## src/rtl/fix2half_cyv_if.sv

```systemverilog
// Sample stream into the fixed-point to binary16 converter and its result side.
interface fix2half_cyv_if;
    logic        en;
    logic        valid_in;
    logic [31:0] d;
    logic [15:0] q;
    logic        valid_out;
    logic        ovf;
    logic        inexact;

    modport master (output en, valid_in, d, input q, valid_out, ovf, inexact);
    modport slave  (input en, valid_in, d, output q, valid_out, ovf, inexact);
endinterface

```

## src/rtl/fix2half_cyv.sv

```systemverilog
// Signed Qx.FRACBITS fixed point to IEEE binary16, RNE rounding, saturating.
// Three registered stages: magnitude, leading-one search, normalise/round/pack.
module fix2half_cyv #(
    parameter int FRACBITS = 20
) (
    input logic          clk,
    input logic          areset,
    fix2half_cyv_if.slave bus
);
    localparam logic signed [7:0] EOFF = 8'(15 - FRACBITS);

    logic [2:0]  vld_pipe;
    logic        sign1, sign2, zero2;
    logic [31:0] mag1, mag2;
    logic [4:0]  p2, lead;
    logic [15:0] q_r;
    logic        ovf_r, inx_r;

    always_comb begin
        lead = 5'd0;
        for (int i = 0; i < 32; i++)
            if (mag1[i]) lead = 5'(i);
    end

    logic signed [7:0] bexp;
    logic        normal, g, st, ovf_c;
    logic [5:0]  sft;
    logic [42:0] shd;
    logic [10:0] m;
    logic [11:0] mr;
    logic [16:0] pack;
    logic [15:0] q_c;
    logic        inx_c;

    // Leading one lands on bit 42 for normals (hidden bit); subnormals use a
    // fixed shift so the field is magnitude * 2^(24-FRACBITS).
    always_comb begin
        bexp   = signed'({3'b0, p2}) + EOFF;
        normal = bexp > 8'sd0;
        sft    = normal ? 6'(p2) + 6'd22 : 6'(FRACBITS + 8);
        shd    = 43'({mag2, 64'b0} >> sft);
        m      = shd[42:32];
        g      = shd[31];
        st     = |shd[30:0];
        mr     = {1'b0, m} + {11'b0, g & (st | m[0])};
        // Exponent field minus one plus the hidden/carry bit of mr yields the
        // final exponent, so mantissa carry-out bumps it for free.
        pack   = normal ? {bexp[6:0] - 7'd1, 10'b0} + {5'b0, mr} : {5'b0, mr};
        ovf_c  = !zero2 && pack >= 17'h07C00;
        q_c    = zero2 ? 16'h0000 : {sign2, ovf_c ? 15'h7BFF : pack[14:0]};
        inx_c  = !zero2 && (g || st || ovf_c);
    end

    always_ff @(posedge clk or posedge areset) begin
        if (areset) begin
            vld_pipe <= '0;
            sign1 <= 1'b0; mag1 <= '0;
            sign2 <= 1'b0; mag2 <= '0; p2 <= '0; zero2 <= 1'b0;
            q_r <= '0; ovf_r <= 1'b0; inx_r <= 1'b0;
        end else if (bus.en) begin
            vld_pipe <= {vld_pipe[1:0], bus.valid_in};
            sign1 <= bus.d[31];
            mag1  <= bus.d[31] ? ~bus.d + 32'd1 : bus.d;
            sign2 <= sign1;
            mag2  <= mag1;
            p2    <= lead;
            zero2 <= mag1 == 32'd0;
            q_r   <= q_c;
            ovf_r <= ovf_c;
            inx_r <= inx_c;
        end
    end

    assign bus.q         = q_r;
    assign bus.valid_out = vld_pipe[2];
    assign bus.ovf       = ovf_r;
    assign bus.inexact   = inx_r;
endmodule

```

## src/flat_wrapper.sv

```systemverilog
// flat-port wrapper written by rule: the top's interface ports become plain ports
module fix2half_cyv_flat 
#(
    parameter int FRACBITS = 20
)
  (clk, areset, bus_en, bus_valid_in, bus_d, bus_q, bus_valid_out, bus_ovf, bus_inexact);
  fix2half_cyv_if bus_i ();
  input logic clk;
  input logic areset;
  input wire logic [$bits(bus_i.en)-1:0] bus_en;
  input wire logic [$bits(bus_i.valid_in)-1:0] bus_valid_in;
  input wire logic [$bits(bus_i.d)-1:0] bus_d;
  output wire logic [$bits(bus_i.q)-1:0] bus_q;
  output wire logic [$bits(bus_i.valid_out)-1:0] bus_valid_out;
  output wire logic [$bits(bus_i.ovf)-1:0] bus_ovf;
  output wire logic [$bits(bus_i.inexact)-1:0] bus_inexact;
  assign bus_i.en = bus_en;
  assign bus_i.valid_in = bus_valid_in;
  assign bus_i.d = bus_d;
  assign bus_q = bus_i.q;
  assign bus_valid_out = bus_i.valid_out;
  assign bus_ovf = bus_i.ovf;
  assign bus_inexact = bus_i.inexact;
  fix2half_cyv #(.FRACBITS(FRACBITS)) u_core (.clk(clk), .areset(areset), .bus(bus_i));
endmodule
```

## config.mk

```make
export PLATFORM = sky130hd
export DESIGN_NAME = fix2half_cyv_flat
export DESIGN_NICKNAME = d
export VERILOG_FILES = /design/src/rtl/fix2half_cyv_if.sv /design/src/rtl/fix2half_cyv.sv /design/src/flat_wrapper.sv
export SDC_FILE = /design/constraint.sdc
export NUM_CORES = 1
export LEC_CHECK = 0
export ABC_AREA = 1
export CAP_MARGIN = 10
export CELL_PAD_IN_SITES_DETAIL_PLACEMENT = 1
export CELL_PAD_IN_SITES_GLOBAL_PLACEMENT = 1
export CORE_UTILIZATION = 35
export DETAILED_ROUTE_END_ITERATION = 7
export GPL_ROUTABILITY_DRIVEN = 0
export PLACE_DENSITY = 0.78
export RECOVER_POWER = 50
export SLEW_MARGIN = 15
export SYNTH_ARGS = -nofsm -noshare
export SYNTH_HDL_FRONTEND = slang
export SYNTH_SLANG_ARGS = --single-unit
```

## constraint.sdc

```tcl
create_clock -name clk -period 5.45 [get_ports clk]
set_input_delay 1.09 -clock clk [delete_from_list [all_inputs] [get_ports clk]]
set_output_delay 1.09 -clock clk [all_outputs]
set_load 0.05 [all_outputs]
```

==> impl_metrics.yaml <==
status:
  outcome: "finished with violations"
  violations: "max-capacitance violations, max-slew violations"
timing:
  setup_violations: 0
  fin_ws_ns: 0.3429
  tightest_slew_ns: 2.841
  fin_crit_sh_pct: 93.71
  skew_ns: 0.01787
  slew_headroom_pct: -90.47
  period_needed_ns: 5.107
  fmax_mhz: 195.8
  slew_violations: 135
  fin_tns_setup_ns: 0
  hold_viol: 0
power_and_ir_drop:
  clkPwrFrac_pct: 19.4
  power.share.combinational_pct: 55.8
  finalPower_uw: 3651
  power_density_nw_per_um2: 413.1
  p_leak_uw: 0.004330
  p_switching_uw: 1753
  p_int_uw: 1897
  power_frac_seq_pct: 24.7
  peakVddDrop_v: 0.0001584
  swShare_pct: 48.03
finish:
  drive_gt1_share_pct: 9.481
  fin_cells: 1488
  design_area_um2: 8838
  nFillCells: 2761
  nets: 1255
  antenna_cells: 0
  syn_to_final_growth_pct: 17.58
  ff_latch_area_um2: 2327
  multi_input_area_um2: 4572
critical_path:
  end_kind: "flip-flop"
  worstSetupPathType: "flip-flop to flip-flop"
  cp_slowest_stage_delay_ns: 0.39
  timing.rr.start: "u_core.p2[1]$_DFFE_PP0P_"
  crit_path_frequent_cell: "nand2_1"
  crit_start: "u_core.p2[1]$_DFFE_PP0P_"
  worst-path-max-fanout: 10
  slowest_stage: "dfrtp_1"
  crit_path_start_kind: "flip-flop"
  cp.arrival_ns: 5.41
  crit_buf_inv: 6
  crit_required_ns: 5.75
  critical-path-top-delay-family: "simple AND/OR/NAND/NOR gates"
global_routing:
  grt-ovfl-total: 0
  antenna_found_initial: 0
  grt_pass1_wl_um: 38850
  grt_pass1_vias: 7622
  grt_start_max_net_pins: 74
  grt_usage_pct: 21.91
floorplan:
  chipWidth_um: 148.6
  core_area_um2: 21020
  io_pins: 55
  dieHeight_um: 148.6
  floorplan.die_area_um2: 22070
  initial_core_util_pct: 35.76
  rows: 53
detailed_routing:
  met3_length_um: 670
  drcViolationCount: 0
  wl_per_cell_um: 16.21
  highest_layer: "met4"
  via_per_inst: 5.263
  drt_first_pass_iters: 6
  wl_met2_um: 11540
  drtAntennaViolNets: 0
  m1WireLength_um: 11270
  drt_iter0_drc: 469
  num_vias: 7831
  wl_um: 24120
clocking:
  cts_sinks: 93
  clkSlewWorstSetupHoldPaths_ns: 0.08
  root_buffer: "clkbuf_16"
  cts_buffers: 9
  cts_tree: "built"
  cts-htree-levels: 3
  insertion_delay_ns: 0.36
  clk_path_buf_depth: 2
hold_path:
  hold_class: "flip-flop to flip-flop"
  hold_path_startpoint: "u_core.sign2$_DFFE_PP0P_"
flow_run:
  max_cap_violations: 2
synth:
  synth_area_leaders: "dfrtp_1 31%, nand2_1 19%, nand3_1 11%"
  ys_seq_area_share_pct: 30.96
  ys_warn_count: 0
  ys_seq_elements: 93
  synth_area_um2: 7517
  synth_top_area_share_pct: 30.96
  synth_cell_types: 48
  syn_inst: 1157
  synthesis.nets: 1204
  yosys.area.top_type: "dfrtp_1"
  syn_area_per_cell_um2: 6.497
place:
  portBuffers: 54
  place_inst: 1456
  postPlaceCellArea_um2: 8285
  place_hpwl_um: 17680
  post-place-ws_ns: 0.03222
cell type report:
class                      count  area share [%]
multi-input combinational    895           51.73
sequential                    93           26.33
timing repair buffer          91           9.287
inverter                     118           5.110
tap                          275           3.893
clock buffer                  10           2.591
clock inverter                 6           1.062
kinds of logic (layout without fill, tap and decap cells):
kind of cell	after synthesis	in the layout	synth area share, %
DFF	93	93	30.96
and+or+nand+nor	709	712	42.94
adders and majority gates	11	11	1.931
xor gates and xnor gates	39	39	4.544
AOI/OAI and AO/OA	133	133	9.754
buffers and inverters	172	225	9.870
power groups by stage:
stage / Clock (uW) / Sequential [uW] / Combinational, uW
4_1_cts: 721 / 902 / 1930
3_3_place_gp: 0 / 908 / 1880
2_1_floorplan: 0 / 1100 / 1190
6_report: 709 / 903 / 2040
3_5_place_dp: 0 / 914 / 1910
5_1_grt: 742 / 920 / 2250
final timing paths:
| path | to | slack, ns | cells after the start |
|---|---|---|---|
| setup / recovery | u_core.bus.q[13]$_DFFE_PP0P_ | 0.34 | 34 |
| hold reg to reg | u_core.sign2$_DFFE_PP0P_ | 0.48 | 2 |
| hold / removal | u_core.sign2$_DFFE_PP0P_ | 0.48 | 2 |
| max in group asynchronous | u_core.mag2[14]$_DFFE_PP0P_ | 2.03 | 3 |
| min in group asynchronous | u_core.bus.q[0]$_DFFE_PP0P_ | 1.99 | 2 |
| setup reg to reg | u_core.bus.q[13]$_DFFE_PP0P_ | 0.34 | 34 |
Yosys cell counts (all sizes together):
cell type,instances
nor4,5
xnor2,11
o31ai,2
o41ai,2
and2,1
o22ai,1
xor2,28
nor3b,1
dfrtp,93
o21ai,83
a22oi,3
or2,3
o211ai,4
o21bai,4
o311ai,1
nor3,12
nand2,393
or3,2
and3,1
a21oi,27
fa,1
nor2,74
a211oi,1
ha,10
buf,27
clkbuf,27
inv,118
a31oi,3
a22o,2
nand3,185
nand4,32
what timing repair did:
item / CTS / global route
pin swaps: 0 / 7
hold buffers: 0 / 0
buffers inserted: 0 / 13
gates resized for setup: 1 / 27
endpoints found under the hold margin: 0 / 0
endpoints found under the setup margin: 14 / 17
gates cloned: 0 / 3
per-stage QoR:
step | utilization, % | hold WS, ns
floorplan | - | 0.4422
global route | 42.05 | 0.5052
detailed placement | 39.41 | 0.4648
global placement | 39.41 | 0.4625
finish | 42.05 | 0.4829
CTS | 40.97 | 0.4841
flip-flops by register name, indices dropped and copies added (netlist names):
| signal | flops |
|---|---|
| u_core.sign2 | 1 |
| u_core.vld_pipe | 3 |
| u_core.mag1 | 32 |
| u_core.bus.inexact | 1 |
| u_core.sign1 | 1 |
| u_core.zero2 | 1 |
| u_core.p2 | 5 |
| u_core.mag2 | 32 |
| u_core.bus.ovf | 1 |
| u_core.bus.q | 16 |
routing by layer:
metal,vias up,global-route usage (%)
met1,3755,29.63
met3,40,2.025
li1,3886,-
met2,150,36.61
met4,0,7.113
met5,-,0
layout by cell type (no fill, tap or decap), types with 2 or more instances in the layout:
cell type | Yosys | layout
a21oi_1 | 27 | 27
a22o_1 | 2 | 2
a22oi_1 | 3 | 3
a31oi_1 | 3 | 3
buf_4 | 3 | 33
bufinv_16 | 0 | 2
clkbuf_1 | 27 | 4
clkbuf_16 | 0 | 9
clkdlybuf4s50_1 | 0 | 52
dfrtp_1 | 93 | 93
ha_1 | 10 | 9
inv_1 | 109 | 107
inv_2 | 8 | 8
inv_6 | 1 | 3
nand2_1 | 381 | 380
nand2_2 | 9 | 10
nand2_8 | 2 | 3
nand3_1 | 170 | 170
nand3_2 | 13 | 12
nand3_4 | 2 | 4
nand4_1 | 32 | 32
nor2_1 | 66 | 62
nor2_2 | 3 | 3
nor2_4 | 4 | 9
nor3_1 | 12 | 9
nor3_2 | 0 | 2
nor4_1 | 5 | 4
o211ai_1 | 3 | 3
o21ai_0 | 80 | 78
o21ai_1 | 2 | 4
o21bai_1 | 4 | 4
o41ai_1 | 2 | 2
or2_2 | 3 | 3
or3_1 | 2 | 2
xnor2_1 | 11 | 11
xor2_1 | 28 | 28
worst reg2reg max path: cells and delay by family (launching register included):
kind,cells,cell delay (ns)
compound gates,1,0.33
fa+ha+maj,4,0.98
buf+inv,6,0.85
flops,1,0.39
simple gates,23,2.51
Note: power is estimated with default switching activity, not from simulation.
